$ cat config.mk
export PLATFORM = sky130hd
export DESIGN_NAME = ld_wb_stall_seq_flat
export DESIGN_NICKNAME = d
export VERILOG_FILES = /design/src/rtl/ld_wb_stall_seq_pkg.sv /design/src/rtl/ld_wb_stall_seq_if.sv /design/src/rtl/ld_wb_stall_seq_sat_counter.sv /design/src/rtl/ld_wb_stall_seq.sv /design/src/flat_wrapper.sv
export SDC_FILE = /design/constraint.sdc
export NUM_CORES = 1
export LEC_CHECK = 0
export ABC_AREA = 0
export CORE_AREA = 2 2 56 48
export DETAILED_ROUTE_END_ITERATION = 7
export DIE_AREA = 0 0 58 50
export MAX_ROUTING_LAYER = met4
export PLACE_DENSITY = 0.75
export SYNTH_ARGS = -nofsm -noshare
export SYNTH_HDL_FRONTEND = slang
export SYNTH_SLANG_ARGS = --single-unit
export TNS_END_PERCENT = 30
$ cat constraint.sdc
create_clock -name clk -period 1.6 [get_ports clk]
set_input_delay 0.32 -clock clk [delete_from_list [all_inputs] [get_ports clk]]
set_output_delay 0.32 -clock clk [all_outputs]
set_load 0.005 [all_outputs]
$ cat src/rtl/ld_wb_stall_seq_pkg.sv
// Shared types and constants for the load-use stall sequencer.
// The opcode constant is also used by decode and the hazard unit.
package ld_wb_stall_seq_pkg;

    typedef enum logic [1:0] {
        StIdle = 2'd0,
        StWait = 2'd1,
        StDone = 2'd2
    } seq_state_e;

    localparam logic [3:0] RegZero = 4'd0;
    localparam logic [3:0] OpLoad  = 4'b1000;

endpackage

$ cat src/rtl/ld_wb_stall_seq_if.sv
// Stall interface between the hazard unit / pipeline (master) and the stall sequencer (slave).
interface ld_wb_stall_seq_if #(
    parameter int unsigned CNT_W = 8
);
    logic             stall_req;
    logic [3:0]       e_wreg;
    logic [3:0]       w_wreg;
    logic             w_we;
    logic             flush;
    logic             write_done;
    logic             nop_inject;
    logic             busy;
    logic [3:0]       held_wreg;
    logic             stall_err;
    logic [CNT_W-1:0] bubble_cnt;

    modport master (
        output stall_req, e_wreg, w_wreg, w_we, flush,
        input  write_done, nop_inject, busy, held_wreg, stall_err, bubble_cnt
    );

    modport slave (
        input  stall_req, e_wreg, w_wreg, w_we, flush,
        output write_done, nop_inject, busy, held_wreg, stall_err, bubble_cnt
    );
endinterface

$ cat src/rtl/ld_wb_stall_seq_sat_counter.sv
// Saturating up-counter with enable and synchronous active-low clear.
module ld_wb_stall_seq_sat_counter #(
    parameter int unsigned Width = 8
) (
    input  logic             clk,
    input  logic             clr_n,
    input  logic             en,
    output logic [Width-1:0] count
);
    logic [Width-1:0] count_q;

    always_ff @(posedge clk) begin
        if (!clr_n) begin
            count_q <= '0;
        end else if (en && (count_q != '1)) begin
            count_q <= count_q + Width'(1);
        end
    end

    assign count = count_q;
endmodule

$ cat src/rtl/ld_wb_stall_seq.sv
// Load-use stall sequencer: holds a stalling load's destination until writeback,
// injects bubbles meanwhile and pulses write_done to release the hazard unit.
module ld_wb_stall_seq
    import ld_wb_stall_seq_pkg::*;
#(
    parameter int unsigned MAX_STALL = 8,
    parameter int unsigned CNT_W     = 8
) (
    input logic             clk,
    input logic             rst_n,
    ld_wb_stall_seq_if.slave bus
);
    localparam int unsigned WaitW = $clog2(MAX_STALL + 1);

    seq_state_e       state_q, state_d;
    logic [WaitW-1:0] wait_q, wait_d;
    logic [3:0]       held_q, held_d;
    logic             err_q, err_d;

    always_comb begin
        state_d = state_q;
        wait_d  = wait_q;
        held_d  = held_q;
        err_d   = err_q;
        unique case (state_q)
            StIdle: begin
                // Loads to r0 never write anything, so there is nothing to wait for.
                if (bus.stall_req && (bus.e_wreg != RegZero)) begin
                    held_d  = bus.e_wreg;
                    wait_d  = WaitW'(1);
                    state_d = StWait;
                end
            end
            StWait: begin
                if (bus.flush) begin
                    state_d = StIdle;
                end else if (bus.w_we && (bus.w_wreg == held_q)) begin
                    state_d = StDone;
                end else if (wait_q == WaitW'(MAX_STALL)) begin
                    state_d = StDone;
                    err_d   = 1'b1;
                end else if (!bus.stall_req) begin
                    state_d = StIdle;
                end else begin
                    wait_d = wait_q + WaitW'(1);
                end
            end
            StDone:  state_d = StIdle;
            default: state_d = StIdle;
        endcase
    end

    always_ff @(posedge clk) begin
        if (!rst_n) begin
            state_q <= StIdle;
            wait_q  <= '0;
            held_q  <= RegZero;
            err_q   <= 1'b0;
        end else begin
            state_q <= state_d;
            wait_q  <= wait_d;
            held_q  <= held_d;
            err_q   <= err_d;
        end
    end

    assign bus.write_done = (state_q == StDone);
    assign bus.busy       = (state_q != StIdle);
    assign bus.held_wreg  = held_q;
    assign bus.stall_err  = err_q;
    // No bubble on the release cycle: the dependent instruction proceeds.
    assign bus.nop_inject = bus.stall_req && (state_q != StDone);

    ld_wb_stall_seq_sat_counter #(
        .Width (CNT_W)
    ) u_bubble_cnt (
        .clk   (clk),
        .clr_n (rst_n),
        .en    (bus.nop_inject),
        .count (bus.bubble_cnt)
    );
endmodule
$ cat src/flat_wrapper.sv
// flat-port wrapper written by rule: the top's interface ports become plain ports
module ld_wb_stall_seq_flat import ld_wb_stall_seq_pkg::*;
#(
    parameter int unsigned MAX_STALL = 8,
    parameter int unsigned CNT_W     = 8
)
  (clk, rst_n, bus_stall_req, bus_e_wreg, bus_w_wreg, bus_w_we, bus_flush, bus_write_done, bus_nop_inject, bus_busy, bus_held_wreg, bus_stall_err, bus_bubble_cnt);
  ld_wb_stall_seq_if #(.CNT_W(CNT_W)) bus_i ();
  input logic clk;
  input logic rst_n;
  input wire logic [$bits(bus_i.stall_req)-1:0] bus_stall_req;
  input wire logic [$bits(bus_i.e_wreg)-1:0] bus_e_wreg;
  input wire logic [$bits(bus_i.w_wreg)-1:0] bus_w_wreg;
  input wire logic [$bits(bus_i.w_we)-1:0] bus_w_we;
  input wire logic [$bits(bus_i.flush)-1:0] bus_flush;
  output wire logic [$bits(bus_i.write_done)-1:0] bus_write_done;
  output wire logic [$bits(bus_i.nop_inject)-1:0] bus_nop_inject;
  output wire logic [$bits(bus_i.busy)-1:0] bus_busy;
  output wire logic [$bits(bus_i.held_wreg)-1:0] bus_held_wreg;
  output wire logic [$bits(bus_i.stall_err)-1:0] bus_stall_err;
  output wire logic [$bits(bus_i.bubble_cnt)-1:0] bus_bubble_cnt;
  assign bus_i.stall_req = bus_stall_req;
  assign bus_i.e_wreg = bus_e_wreg;
  assign bus_i.w_wreg = bus_w_wreg;
  assign bus_i.w_we = bus_w_we;
  assign bus_i.flush = bus_flush;
  assign bus_write_done = bus_i.write_done;
  assign bus_nop_inject = bus_i.nop_inject;
  assign bus_busy = bus_i.busy;
  assign bus_held_wreg = bus_i.held_wreg;
  assign bus_stall_err = bus_i.stall_err;
  assign bus_bubble_cnt = bus_i.bubble_cnt;
  ld_wb_stall_seq #(.MAX_STALL(MAX_STALL), .CNT_W(CNT_W)) u_core (.clk(clk), .rst_n(rst_n), .bus(bus_i));
endmodule
# Word-level counts from Yosys, hierarchy flattened
# Index checks and enable logic that the tools add are counted.
# totals
ff_bits	19
inputBits	13
out_inout_bits	16
elab_cells	45
# op_classes
n_addsub	2
eq_ne	12
n_mux	12
n_bitwise	2
reduce_logical	12
# ops
op	count
4-bit two-way mux	5
2-bit two-way mux	5
2-bit != test, second input constant	5
8-bit by 1-bit adder with 8-bit output, second input constant	1
8-bit != test, second input constant	1
4-bit case mux with 2 select lines	1
6-bit AND reduction	1
5-bit by 3-bit != test with 1-bit output, second input constant	1
4-bit by 1-bit adder with 4-bit output, second input constant	1
4-bit == test	1
4-bit == test, second input constant	1
1-bit logical AND	4
2-bit case mux with 2 select lines	1
2-bit AND reduction	2
4-bit AND reduction	1
2-bit nonzero test	2
4-bit nonzero test	1
2-bit by 1-bit == test with 1-bit output, second input constant	1
2-bit == test, second input constant	1
2-bit logical NOT	1
2-bit by 1-bit != test with 1-bit output, second input constant	1
1-bit NOT	2

# Logic depth before layout (Yosys ltp)
# logic_depth
word_depth	6
ltp_mapped	7
depth_no_buf	7

# Cells and area by module
# A second synthesis with hierarchy kept.
# unflattened
cells_unflattened	119
area_unflattened_um2	1026.0
# modules_own_cells
module	instances	cells_per_inst	area_each_um2	seq_area_each_um2
ld_wb_stall_seq	1	72	621.8	220.2
ld_wb_stall_seq_sat_counter	1	47	404.1	160.2

# Worst setup path after synthesis
# Ideal clock, no wire load.
# synth_timing
path_type	register to register
start	register u_core.wait_q[0]
end	register u_core.wait_q[0]
setup_time_ps	117
t_arrival_ps	1326
t_required_ps	1483
setup_slack_ps	157
path_stages_with_launch	7
n_path_buf	0
synth_period_minus_slack_ps	1443
path_cell_list	dfxtp_1 > inv_1 > ha_1 > nand2_1 > nor2_1 > or3_1 > a22o_1
# synth_via
elab_chain_len	6
elab_cells_between_ends	9
classes_between	add/sub (1); eq/ne (2); mux (5); reduce/logical (1)
# synth_lines
item	line_no	rtl
start: declaration	ld_wb_stall_seq.sv:16	logic [WaitW-1:0] wait_q, wait_d;
start signal: assignment	ld_wb_stall_seq.sv:61	wait_q <= wait_d;
4-bit by 1-bit adder with 4-bit output	ld_wb_stall_seq.sv:45	wait_d = wait_q + WaitW'(1);
4-bit two-way mux	ld_wb_stall_seq.sv:42	end else if (!bus.stall_req) begin
4-bit two-way mux	ld_wb_stall_seq.sv:39	end else if (wait_q == WaitW'(MAX_STALL)) begin
4-bit two-way mux	ld_wb_stall_seq.sv:37	end else if (bus.w_we && (bus.w_wreg == held_q)) begin
4-bit two-way mux	ld_wb_stall_seq.sv:35	if (bus.flush) begin
4-bit case mux with 2 select lines	ld_wb_stall_seq.sv:25	unique case (state_q)
# Parallel ways exist; a longest one is shown, timed or not. The select of a mux whose other input is x is not followed.
# A chain may end at the register's enable or synchronous reset.

# Worst setup path in the final report
# layout_timing
start	register u_core.u_bubble_cnt.count_q[5] (netlist: u_core.u_bubble_cnt.count[5])
end	output port bus_bubble_cnt[5]
# layout_rtl
item	line_no	rtl
start: declaration	ld_wb_stall_seq_sat_counter.sv:10	logic [Width-1:0] count_q;
start signal: assignment	ld_wb_stall_seq_sat_counter.sv:16	count_q <= count_q + Width'(1);
end: declaration	flat_wrapper.sv:21	output wire logic [$bits(bus_i.bubble_cnt)-1:0] bus_bubble_cnt;
# No word-level cell between the ends.

==> metrics <==
sum of negative setup slack 0 ns; antenna viol nets, final 0; PwrDens 672 nW/um^2; DP Area 1470 um^2; Worst path top cell family by delay buffers and inverters; combinational power share 25.1%; yosys warns 0; I/O Pins 29; DP HPWL 1.96 mm; post-synth cell types 37; via count 959; clock power share 24.9%; filler cell count 195; outcome finished clean; Cell Rows 16; Final Hold Slack 0.481 ns; Syn Area/Cell 9.09 um^2; crit path capture type output pin; final hold vios 0; GRT Util Overall 19.5%; Sw Ratio 27.7%; Max IR drop VDD 0.000546 V; Horiz. Die Dim 58 um; clock-pin slew on the worst setup and hold paths 0.10 ns; Hold WC Path Type flop to flop; Worst-Margin Slew 0.317 ns; share of cells above drive strength 1 30.1%; CP max FO 3; Psw 0.283 mW; core area 2320 um^2; Slew Limit Fails 0; CTS HTree Levels 1; design area 1520 um^2; Avg Vias per Cell 5.05; IO Port Bufs 28; NumNets Final 180; CTS tree yes; CTS Buf Count 3; Total Power 1.02 mW; crit path DAT 1.22 ns; DRC errors left 0; clk root buf clkbuf_4; largest net degree at the start of global routing 18; wire length per cell 13.4 um; vias in the first global route 986; Crit path buffers/inverters 1; CP Cell Sequence clkdlybuf4s50_1; Tcrit/Tclk final 96.5%; # hold bufs at CTS 0; max-cap check violation count 0; CP peak stage delay 0.53 ns; total gr overflow 0; die area 2900 um^2; number of antenna diodes 0; syn_nets 129; sequential area share after synthesis 37.0%; RSZ-0062 raised after global routing true; Cell Area, Synth 1030 um^2; Initial Util 44.2%; clk sink count 19; Die Span Y 50 um; Area Overhead vs Synth 48.1%; Pint 0.739 mW; CP Launch Type flop; Routed WL 2.54 mm; worst skew pair latency 0.31 ns; First DRT Iteration DRCs 14; DR pass1 iterations 4; initial antenna violation count 0; worst setup path class flop to output pin; sequential share of power 49.9%; first-pass GRT wire length 4.15 mm; CP max-delay cell clkdlybuf4s50_1; Yosys reg bits 19; FMAX 648 MHz; Syn Inst Count 113; endpoints failing setup 0; Leak 0.654 nW; clock skew 0.0178 ns; CTS max path bufs 2; Final Core Density 65.5%; Max-slew headroom 78.7%; Worst Path Required 1.28 ns; gpl congestion 0.820; post-route minimum period 1.54 ns
==> kinds of logic (layout without fill, tap and decap cells) <==
group | Yosys count | after routing | share of synthesized area, %
AND/OR/NAND/NOR | 50 | 50 | 25.2
flip-flops | 19 | 19 | 37.0
AO/OA/AOI/OAI | 18 | 18 | 17.4
XOR/XNOR | 9 | 9 | 7.67
buffers and inverters | 9 | 59 | 4.14
multiplexers | 5 | 5 | 4.87
adder cells (fa/ha/maj) | 3 | 3 | 3.65
==> repair_timing <==
action / 4_1_cts / 5_1_grt
endpoints found under the setup margin: 6 / 14
pin swaps: 0 / 2
setup buffers: 0 / 1
resized for setup: 12 / 14
==> through the flow <==
stage,worst slack [ns],instances
final,0.0557,190
after floorplan,0.157,113
after CTS,-0.0232,189
after global routing,-0.00678,190
after detailed placement,-0.364,185
after global placement,-0.316,185
==> per-layer routing <==
metal | vias to the layer above | share of wire (%) | wire length [um] | global-route usage (%)
met1 | 438 | 46 | 1160 | 22.2
met4 | 0 | 0.47 | 12 | 5.81
met2 | 26 | 47 | 1200 | 32.0
li1 | 493 | - | - | -
met5 | - | 0 | 0 | -
met3 | 2 | 6.4 | 162 | 7.09
==> flip-flops by register name, indices dropped and copies added, names as in the netlist <==
name	cells
u_core.wait_q	4
u_core.bus.stall_err	1
u_core.bus.held_wreg	4
u_core.u_bubble_cnt.count	8
u_core.state_q	2
==> cell type report <==
type / instances / area, um^2 / area share [%]
Timing Repair Buffer: 48 / 422 / 27.7
Inverter: 7 / 27.5 / 1.81
Sequential cell: 19 / 392 / 25.7
Clock inverter: 1 / 5.00 / 0.329
Tap cell: 27 / 33.8 / 2.22
Multi-Input combinational cell: 85 / 619 / 40.7
Clock buffer: 3 / 22.5 / 1.48
==> power by group through the flow <==
stage	Sequential (mW)	Combinational (mW)	Clock, mW
2_1_floorplan	0.524	0.118	0
3_3_place_gp	0.519	0.248	0
3_5_place_dp	0.520	0.254	0
4_1_cts	0.510	0.253	0.264
5_1_grt	0.514	0.282	0.280
6_report	0.510	0.257	0.255
==> synthesized netlist by cell type (all sizes together) <==
master | number | area, um^2
a21boi | 1 | 18.8
a21oi | 2 | 10.0
a22o | 1 | 8.76
a31oi | 1 | 6.26
and2 | 2 | 12.5
and2b | 1 | 8.76
buf | 1 | 11.3
clkbuf | 1 | 3.75
clkinv | 1 | 5.00
dfxtp | 19 | 380
ha | 3 | 37.5
inv | 6 | 22.5
mux2i | 5 | 50.1
nand2 | 9 | 33.8
nand2b | 1 | 6.26
nand3 | 2 | 10.0
nand3b | 1 | 7.51
nand4 | 2 | 18.8
nor2 | 16 | 60.1
nor2b | 2 | 12.5
nor3 | 2 | 10.0
nor4 | 2 | 12.5
nor4b | 1 | 8.76
o211ai | 3 | 27.5
o21a | 1 | 7.51
o21ai | 6 | 41.3
o311ai | 1 | 26.3
o32ai | 1 | 16.3
o41ai | 1 | 16.3
or2 | 2 | 12.5
or2b | 1 | 7.51
or3 | 6 | 37.5
xnor2 | 8 | 70.1
xor2 | 1 | 8.76
==> path summary, 6_finish.rpt <==
kind                                             start                                        end  slack, ns  depth (start not counted)
max          u_core.u_bubble_cnt.count[5]$_SDFFE_PN0P_                          bus_bubble_cnt[5]       0.06                          1
min                  u_core.bus.stall_err$_SDFFE_PN0P_          u_core.bus.stall_err$_SDFFE_PN0P_       0.48                          1
max reg2reg  u_core.u_bubble_cnt.count[1]$_SDFFE_PN0P_  u_core.u_bubble_cnt.count[1]$_SDFFE_PN0P_       0.10                          6
min reg2reg          u_core.bus.stall_err$_SDFFE_PN0P_          u_core.bus.stall_err$_SDFFE_PN0P_       0.48                          1
==> cell usage in the layout (no fill, tap or decap), drive strengths merged, types with 2 or more instances in the layout <==
master / instances
a21oi: 2
and2: 2
buf: 20
clkbuf: 5
clkdlybuf4s50: 21
clkinv: 2
dfxtp: 19
dlygate4sd2: 4
ha: 3
inv: 6
mux2i: 5
nand2: 9
nand3: 2
nand4: 2
nor2: 16
nor2b: 2
nor3: 2
nor4: 2
o211ai: 3
o21ai: 6
or2: 2
or3: 6
xnor2: 8
(Power assumes the default switching activity.)
